`src/rtl/frame_sync.sv`:
```
// Frame synchroniser: sliding-window Barker search, one-frame verify, flywheel lock
// with polarity correction of the payload bits.
module frame_sync #(
    parameter logic [6:0] BARKER    = 7'b1110010,
    parameter int         FRAME_LEN = 57,
    parameter int         THRESH    = 6,
    parameter int         MISS_MAX  = 2
) (
    input  logic div_5_clk_sig,
    input  logic rst_n,
    input  logic bit_in,
    input  logic bit_vld,
    output logic data_out,
    output logic data_vld,
    output logic frame_start,
    output logic locked,
    output logic polarity
);

    localparam int          MW         = $clog2(MISS_MAX + 1);
    localparam logic [5:0]  POS_LAST   = 6'(FRAME_LEN - 1);
    localparam logic [5:0]  PAY_LAST   = 6'(FRAME_LEN - 8);
    localparam logic [2:0]  THRESH_C   = 3'(THRESH);
    localparam logic [MW-1:0] MISS_LIMIT = MW'(MISS_MAX);

    typedef enum logic [1:0] {
        SEARCH = 2'd0,
        VERIFY = 2'd1,
        LOCKED = 2'd2
    } state_t;

    function automatic logic [2:0] popcount7(input logic [6:0] v);
        logic [2:0] cnt;
        cnt = 3'd0;
        for (int i = 0; i < 7; i++) begin
            cnt = cnt + {2'b00, v[i]};
        end
        return cnt;
    endfunction

    state_t        state_r, state_next_s;
    logic [5:0]    sr_r;
    logic [6:0]    sr_next_s;
    logic [2:0]    fill_r;
    logic [5:0]    pos_r, pos_next_s;
    logic [MW-1:0] miss_cnt_r, miss_next_s, miss_inc_s;
    logic          polarity_r, pol_next_s;
    logic          data_out_r, data_vld_r, frame_start_r, locked_r;
    logic          full_s, hit_p_s, hit_n_s, match_s, boundary_s, payload_s, fs_next_s;

    // Only six history bits are stored; the seventh window bit is the live input.
    assign sr_next_s  = {sr_r, bit_in};
    assign full_s     = (fill_r >= 3'd6);
    assign hit_p_s    = full_s && (popcount7(~(sr_next_s ^ BARKER)) >= THRESH_C);
    assign hit_n_s    = full_s && (popcount7(sr_next_s ^ BARKER) >= THRESH_C);
    assign match_s    = polarity_r ? hit_n_s : hit_p_s;
    assign boundary_s = (pos_r == POS_LAST);
    assign payload_s  = (state_r == LOCKED) && (pos_r <= PAY_LAST);
    assign miss_inc_s = miss_cnt_r + MW'(1);

    // Next-state, frame position, miss counter, polarity and frame_start decision.
    always_comb begin
        state_next_s = state_r;
        pos_next_s   = boundary_s ? 6'd0 : pos_r + 6'd1;
        miss_next_s  = miss_cnt_r;
        pol_next_s   = polarity_r;
        fs_next_s    = 1'b0;
        case (state_r)
            SEARCH: begin
                if (hit_p_s || hit_n_s) begin
                    state_next_s = VERIFY;
                    pos_next_s   = 6'd0;
                    pol_next_s   = ~hit_p_s;
                end else begin
                    state_next_s = SEARCH;
                end
            end
            VERIFY: begin
                if (boundary_s && match_s) begin
                    state_next_s = LOCKED;
                    fs_next_s    = 1'b1;
                end else if (boundary_s) begin
                    state_next_s = SEARCH;
                end else begin
                    state_next_s = VERIFY;
                end
            end
            LOCKED: begin
                if (boundary_s && match_s) begin
                    miss_next_s = {MW{1'b0}};
                    fs_next_s   = 1'b1;
                end else if (boundary_s && (miss_inc_s == MISS_LIMIT)) begin
                    state_next_s = SEARCH;
                    miss_next_s  = {MW{1'b0}};
                end else if (boundary_s) begin
                    miss_next_s = miss_inc_s;
                    fs_next_s   = 1'b1;
                end else begin
                    state_next_s = LOCKED;
                end
            end
            default: begin
                state_next_s = SEARCH;
                miss_next_s  = {MW{1'b0}};
            end
        endcase
    end

    // State and datapath registers; everything advances only on valid bits.
    always_ff @(posedge div_5_clk_sig) begin
        if (!rst_n) begin
            state_r       <= SEARCH;
            sr_r          <= 6'd0;
            fill_r        <= 3'd0;
            pos_r         <= 6'd0;
            miss_cnt_r    <= {MW{1'b0}};
            polarity_r    <= 1'b0;
            data_out_r    <= 1'b0;
            data_vld_r    <= 1'b0;
            frame_start_r <= 1'b0;
            locked_r      <= 1'b0;
        end else if (bit_vld) begin
            state_r       <= state_next_s;
            sr_r          <= sr_next_s[5:0];
            fill_r        <= (fill_r == 3'd7) ? 3'd7 : fill_r + 3'd1;
            pos_r         <= pos_next_s;
            miss_cnt_r    <= miss_next_s;
            polarity_r    <= pol_next_s;
            data_out_r    <= payload_s ? (bit_in ^ polarity_r) : data_out_r;
            data_vld_r    <= payload_s;
            frame_start_r <= fs_next_s;
            locked_r      <= (state_next_s == LOCKED);
        end else begin
            data_vld_r    <= 1'b0;
            frame_start_r <= 1'b0;
        end
    end

    assign data_out    = data_out_r;
    assign data_vld    = data_vld_r;
    assign frame_start = frame_start_r;
    assign locked      = locked_r;
    assign polarity    = polarity_r;

endmodule

```
`config.mk`:
```
export PLATFORM = sky130hd
export DESIGN_NAME = frame_sync
export DESIGN_NICKNAME = d
export VERILOG_FILES = /design/src/rtl/frame_sync.sv
export SDC_FILE = /design/constraint.sdc
export NUM_CORES = 1
export LEC_CHECK = 0
export ABC_AREA = 1
export CAP_MARGIN = 20
export CORE_ASPECT_RATIO = 0.8
export CORE_UTILIZATION = 40
export CTS_CLUSTER_DIAMETER = 50
export DETAILED_ROUTE_END_ITERATION = 7
export GPL_ROUTABILITY_DRIVEN = 1
export GPL_TIMING_DRIVEN = 0
export SLEW_MARGIN = 40
export SYNTH_ARGS = -nofsm -noshare
export SYNTH_HDL_FRONTEND = slang
export SYNTH_SLANG_ARGS = --single-unit
```
`constraint.sdc`:
```
create_clock -name div_5_clk_sig -period 3.8 [get_ports div_5_clk_sig]
set_input_delay 0.38 -clock div_5_clk_sig [delete_from_list [all_inputs] [get_ports div_5_clk_sig]]
set_output_delay 0.38 -clock div_5_clk_sig [all_outputs]
set_load 0.05 [all_outputs]
```
-- Yosys cells after proc, flatten, opt, wreduce, memory -nomap -nowiden
Cells that the tools add are included.
- register bits: 24
- output and inout bits: 5
- word-level logic and storage cells: 74
- add/sub/neg operators: 15
- order comparisons: 4
- equality and inequality tests: 7
- mux-type cells: 21
- bitwise operators: 5
- reduce and logical (&&, ||, !) cells: 12
- operators with widths (cell ; count):
    adder 3 x 1 -> 3 bit ; 8
    two-way mux 6 bit ; 3
    two-way mux 2 bit ; 7
    greater-or-equal comparator 3 bit (second input constant) ; 3
    two-way mux 1 bit ; 7
    inverter 7 bit ; 1
    adder 2 x 1 -> 3 bit ; 2
    adder 6 x 1 -> 6 bit (second input constant) ; 1
    equality test 2 bit (second input constant) ; 3
    equality test 6 bit (second input constant) ; 1
    less-or-equal comparator 6 bit (second input constant) ; 1
    case mux 2 bit (3 select lines) ; 1
    AND reduction 3 bit ; 2
    logical AND 1 bit ; 5
    adder 1 x 1 -> 2 bit ; 2
    != test 4 x 2 -> 1 bit (second input constant) ; 1
    inverter 4 bit ; 1
    case mux 2 bit (2 select lines) ; 1
    AND reduction 2 bit ; 2
    adder 3 x 1 -> 3 bit (second input constant) ; 1
    equality test 3 bit (second input constant) ; 1
    two-way mux 3 bit ; 1
    adder 2 x 1 -> 2 bit (second input constant) ; 1
    equality test 2 x 1 -> 1 bit (second input constant) ; 1
    other kinds (6) ; 7

-- Logic depth before layout (Yosys ltp)
- depth after elaboration: 15
- mapped depth: 15
- gate-level depth less buffers: 15

-- Worst setup path before layout
Ideal clock, no wire load.
- kind: input -> register
- from: input bit_in
- to: register polarity_r (netlist: polarity)
- setup time: 0.120 ns
- data arrival time: 2.891 ns
- data required time: 3.680 ns
- setup slack: 0.788 ns
- stages on the path: 12
- path buffers: 0
- cells stage by stage: fa_1 -> fa_1 -> inv_1 -> ha_1 -> a21oi_1 -> fa_1 -> nor2_1 -> o21ai_1 -> nor2_1 -> nand2_1 -> o21ai_0 -> a21oi_1
- word-level cells in the longest chain between the ends: 11
- elaborated cells between the ends (all ways): 20
- classes of those cells: add/sub (12); order compare (2); bitwise (2); reduce/logical (4)
- RTL lines (element ; line ; RTL):
    start, declared ; 11 ; input logic bit_in,
    inverter 7 bit ; 54 ; assign hit_p_s = full_s && (popcount7(~(sr_next_s ^ BARKER)) >= THRESH_C);
    adder 1 x 1 -> 2 bit ; 36 ; cnt = cnt + {2'b00, v[i]};
    adder 2 x 1 -> 3 bit ; 36 ;
    adder 3 x 1 -> 3 bit (4 in series) ; 36 ;
    greater-or-equal comparator 3 bit ; 54 ;
    logical AND 1 bit ; 54 ;
    logical OR 1 bit ; 70 ; if (hit_p_s || hit_n_s) begin
    AND reduction 3 bit (no line) ; - ;
    end signal, assigned ; 128 ; polarity_r <= pol_next_s;
    end, declared ; 47 ; logic polarity_r, pol_next_s;
Several ways; a longest one is shown, not always the timed one.
A chain may end at the register's enable or synchronous reset.

-- Worst setup path in the final report
Same ends and word-level chain as after synthesis.

==> metrics.md <==
| Metric | Value |
|---|---|
| Outcome | finished, final reports clean |
| DRC viols | 0 |
| Maxcap violations | 0 |
| Die Width | 67.5 um |
| Full die area | 0.00367 mm^2 |
| CP Launch Type | input port |
| GPL Wtd Cong | 0.885 |
| Cell Chain, Critical Path | clkdlybuf4s50_1, fa_1, fa_1, inv_1, ha_1, a21oi_1, fa_1, nor2_1, o21ai_1, nor2_1, nand2_1, o21ai_0, a21oi_1 |
| Least-Margin Pin Slew | 0.493 ns |
| Final setup fails | 0 |
| CTS clk-pin slew, worst paths | 0.09 ns |
| Resized Gates After CTS | 0 |
| Final period utilization | 93.8% |
| Mapped Nets | 197 |
| Post-synth top area cell | dfxtp_1 |
| Initial antenna violation count | 0 |
| Total wire length | 2680 um |
| Clk buf depth | 2 |
| Peak VDD IR | 0.220 mV |
| Area contributors post-synth | dfxtp_1 (35%), ha_1 (12%), fa_1 (8.7%), inv_1 (7.7%), nand2_1 (7.4%) |
| Final Max Tran Viols | 0 |
| P per Cell Area | 345 mW/mm^2 |
| Hold_buf cts | 0 |
| Hold Fails Final Rpt | 0 |
| Worst path required time | 3.97 ns |
| Min Tclk post-route | 3.56 ns |
| Critical path fanouts, max | 4 |
| Post-synthesis cell type count | 24 |
| Most Frequent Cell on Critical Path | fa_1 |
| Largest net degree at the start of global routing | 15 |
| Site row count | 18 |
| TritonCTS Sinks | 24 |
| Drt pass-1 iters | 4 |
| Clock Latency Late Sink | 0.27 ns |
| Routed wire length per instance | 11.9 um |
| Most common cell after layout, fill and taps aside | inv_1 |
| Syn. warnings | 0 |
| First-pass GRT wire length | 4690 um |
| Clk root buf | clkbuf_8 |
| Via count | 1131 |
| Worst slew margin | 67.0% |
| Synthesized cell area | 0.00137 mm^2 |
| Max H-tree Level | 1 |
| CP Capture Type | register |
| CP max stage delay | 0.53 ns |
| Nets | 209 |
| Core area | 0.00318 mm^2 |
| Slowest-stage cell, CP | fa_1 |
| Pre-CTS WS | -0.0196 ns |
| DPL Wire Length | 2080 um |
| Leakage power | 0.665 nW |
| Final WS setup | 0.236 ns |
| CTS tree | built |
| Overall power | 0.000541 W |
| Register area share after synthesis | 35.0% |
| Mean post-synth cell area | 7.90 um^2 |
| Cell count after synthesis | 174 |
| Ratio of cells with drive above 1 in the final layout | 7.57% |
| Clk_skew | 0.00556 ns |
| Hold Path Class | register to register |
| Crit path kind | input port to register |
| Share of the synthesized area in the top cell type | 35.0% |
| Area Growth Syn to Fin | 13.9% |
| Register bit total from synthesis | 24 |
| Postcts setup bufs | 0 |
| Antenna Nets Post-Route | 0 |
| Vias per Instance | 5.03 |
| Commonest cells after routing, fill and taps aside | inv_1 (28), nand2_1 (27), dfxtp_1 (24) |
| Vias in the first global route | 1059 |
| Arr. time, crit path | 3.73 ns |
| Iter 0 DRT Violations | 54 |
| CTS Buf Count | 3 |
| N_diodes | 0 |
| Peak Freq | 281 MHz |
| Total congestion overflow | 0 |
| RSZ-0062 raised after global routing | false |
| # port buffers | 7 |
| Total GRT Usage | 17.8% |
| Starting Density | 43.3% |
| Die Y-Extent | 54.4 um |
| I/O pin cnt | 9 |
## worst max-delay path: cells and delay by family
| kind | cells | cell delay (ns) |
|---|---|---|
| adder cells (fa/ha/maj) | 4 | 1.73 |
| AND/OR/NAND/NOR | 3 | 0.54 |
| buffers and inverters | 2 | 0.57 |
| AO/OA/AOI/OAI | 4 | 0.51 |
## cells by family after synthesis
group                    synth area share (%)
XOR/XNOR                                 2.55
AND/OR/NAND/NOR                          20.4
adder cells (fa/ha/maj)                  20.6
AO/OA/AOI/OAI                            12.2
buffers and inverters                    9.29
flip-flops                               35.0
## per-layer routing
metal,GRT usage [%],vias up,part of all wire [%]
met5,0,-,0
met4,4.26,0,0.75
met2,29.5,14,44
li1,-,586,-
met3,5.00,2,4.0
met1,22.9,529,51
## state kept, by name, indices dropped and copies added, names as in the netlist
name         cells
fill_r           3
frame_start      1
sr_r             6
miss_cnt_r       2
polarity         1
data_out         1
locked           1
state_r          2
data_vld         1
pos_r            6
## Yosys cell counts
library cell,count
o21ai_0,6
clkinv_2,1
nand3_1,11
o21ai_1,2
nor2_2,2
nor3_1,3
nand2_2,1
xor2_1,4
a31oi_1,4
ha_1,13
o22ai_1,6
buf_2,1
o211ai_1,1
o211ai_2,1
nand3_2,1
inv_1,28
nand2_1,27
nor2_1,18
dfxtp_1,24
clkbuf_2,1
fa_1,6
inv_2,2
a21oi_1,9
nand4_1,2
## through the flow
stage | TNS [ns] | util [%] | area, um^2 | instances | hold WS (ns)
after floorplan | 0 | - | 1370 | 174 | 0.462
after global placement | 0 | 47.0 | 1490 | 221 | 0.439
after detailed placement | -0.0451 | 47.0 | 1490 | 221 | 0.450
after CTS | 0 | 49.3 | 1570 | 225 | 0.463
after global routing | 0 | 49.3 | 1570 | 225 | 0.492
final | 0 | 49.3 | 1570 | 225 | 0.458
## final cells by class
type                            instances  area [um^2]
Multi-Input combinational cell        117          766
Inverter                               31          118
Tap cell                               40         50.0
Clock inverter                          1         30.0
Buffer                                  2         10.0
Timing Repair Buffer                    7         70.1
Sequential cell                        24          480
Fill cell                             314         1610
Clock buffer                            3         41.3
## final timing paths
| path | startpoint | end | slack, ns | cells past startpoint |
|---|---|---|---|---|
| worst max-delay path | bit_in | polarity | 0.24 | 13 |
| worst min register to register | locked | locked | 0.46 | 2 |
| worst min-delay path | locked | locked | 0.46 | 2 |
| worst max register to register | sr_r[0] | polarity | 0.49 | 13 |
## where the power goes
part	total, W	switching (W)	internal (W)
Combinational	0.0000541	0.0000331	0.0000210
Clock	0.000224	0.0000835	0.000141
Sequential	0.000262	0.00000528	0.000257
Total	0.000541	0.000122	0.000419
(Power assumes the default switching activity.)
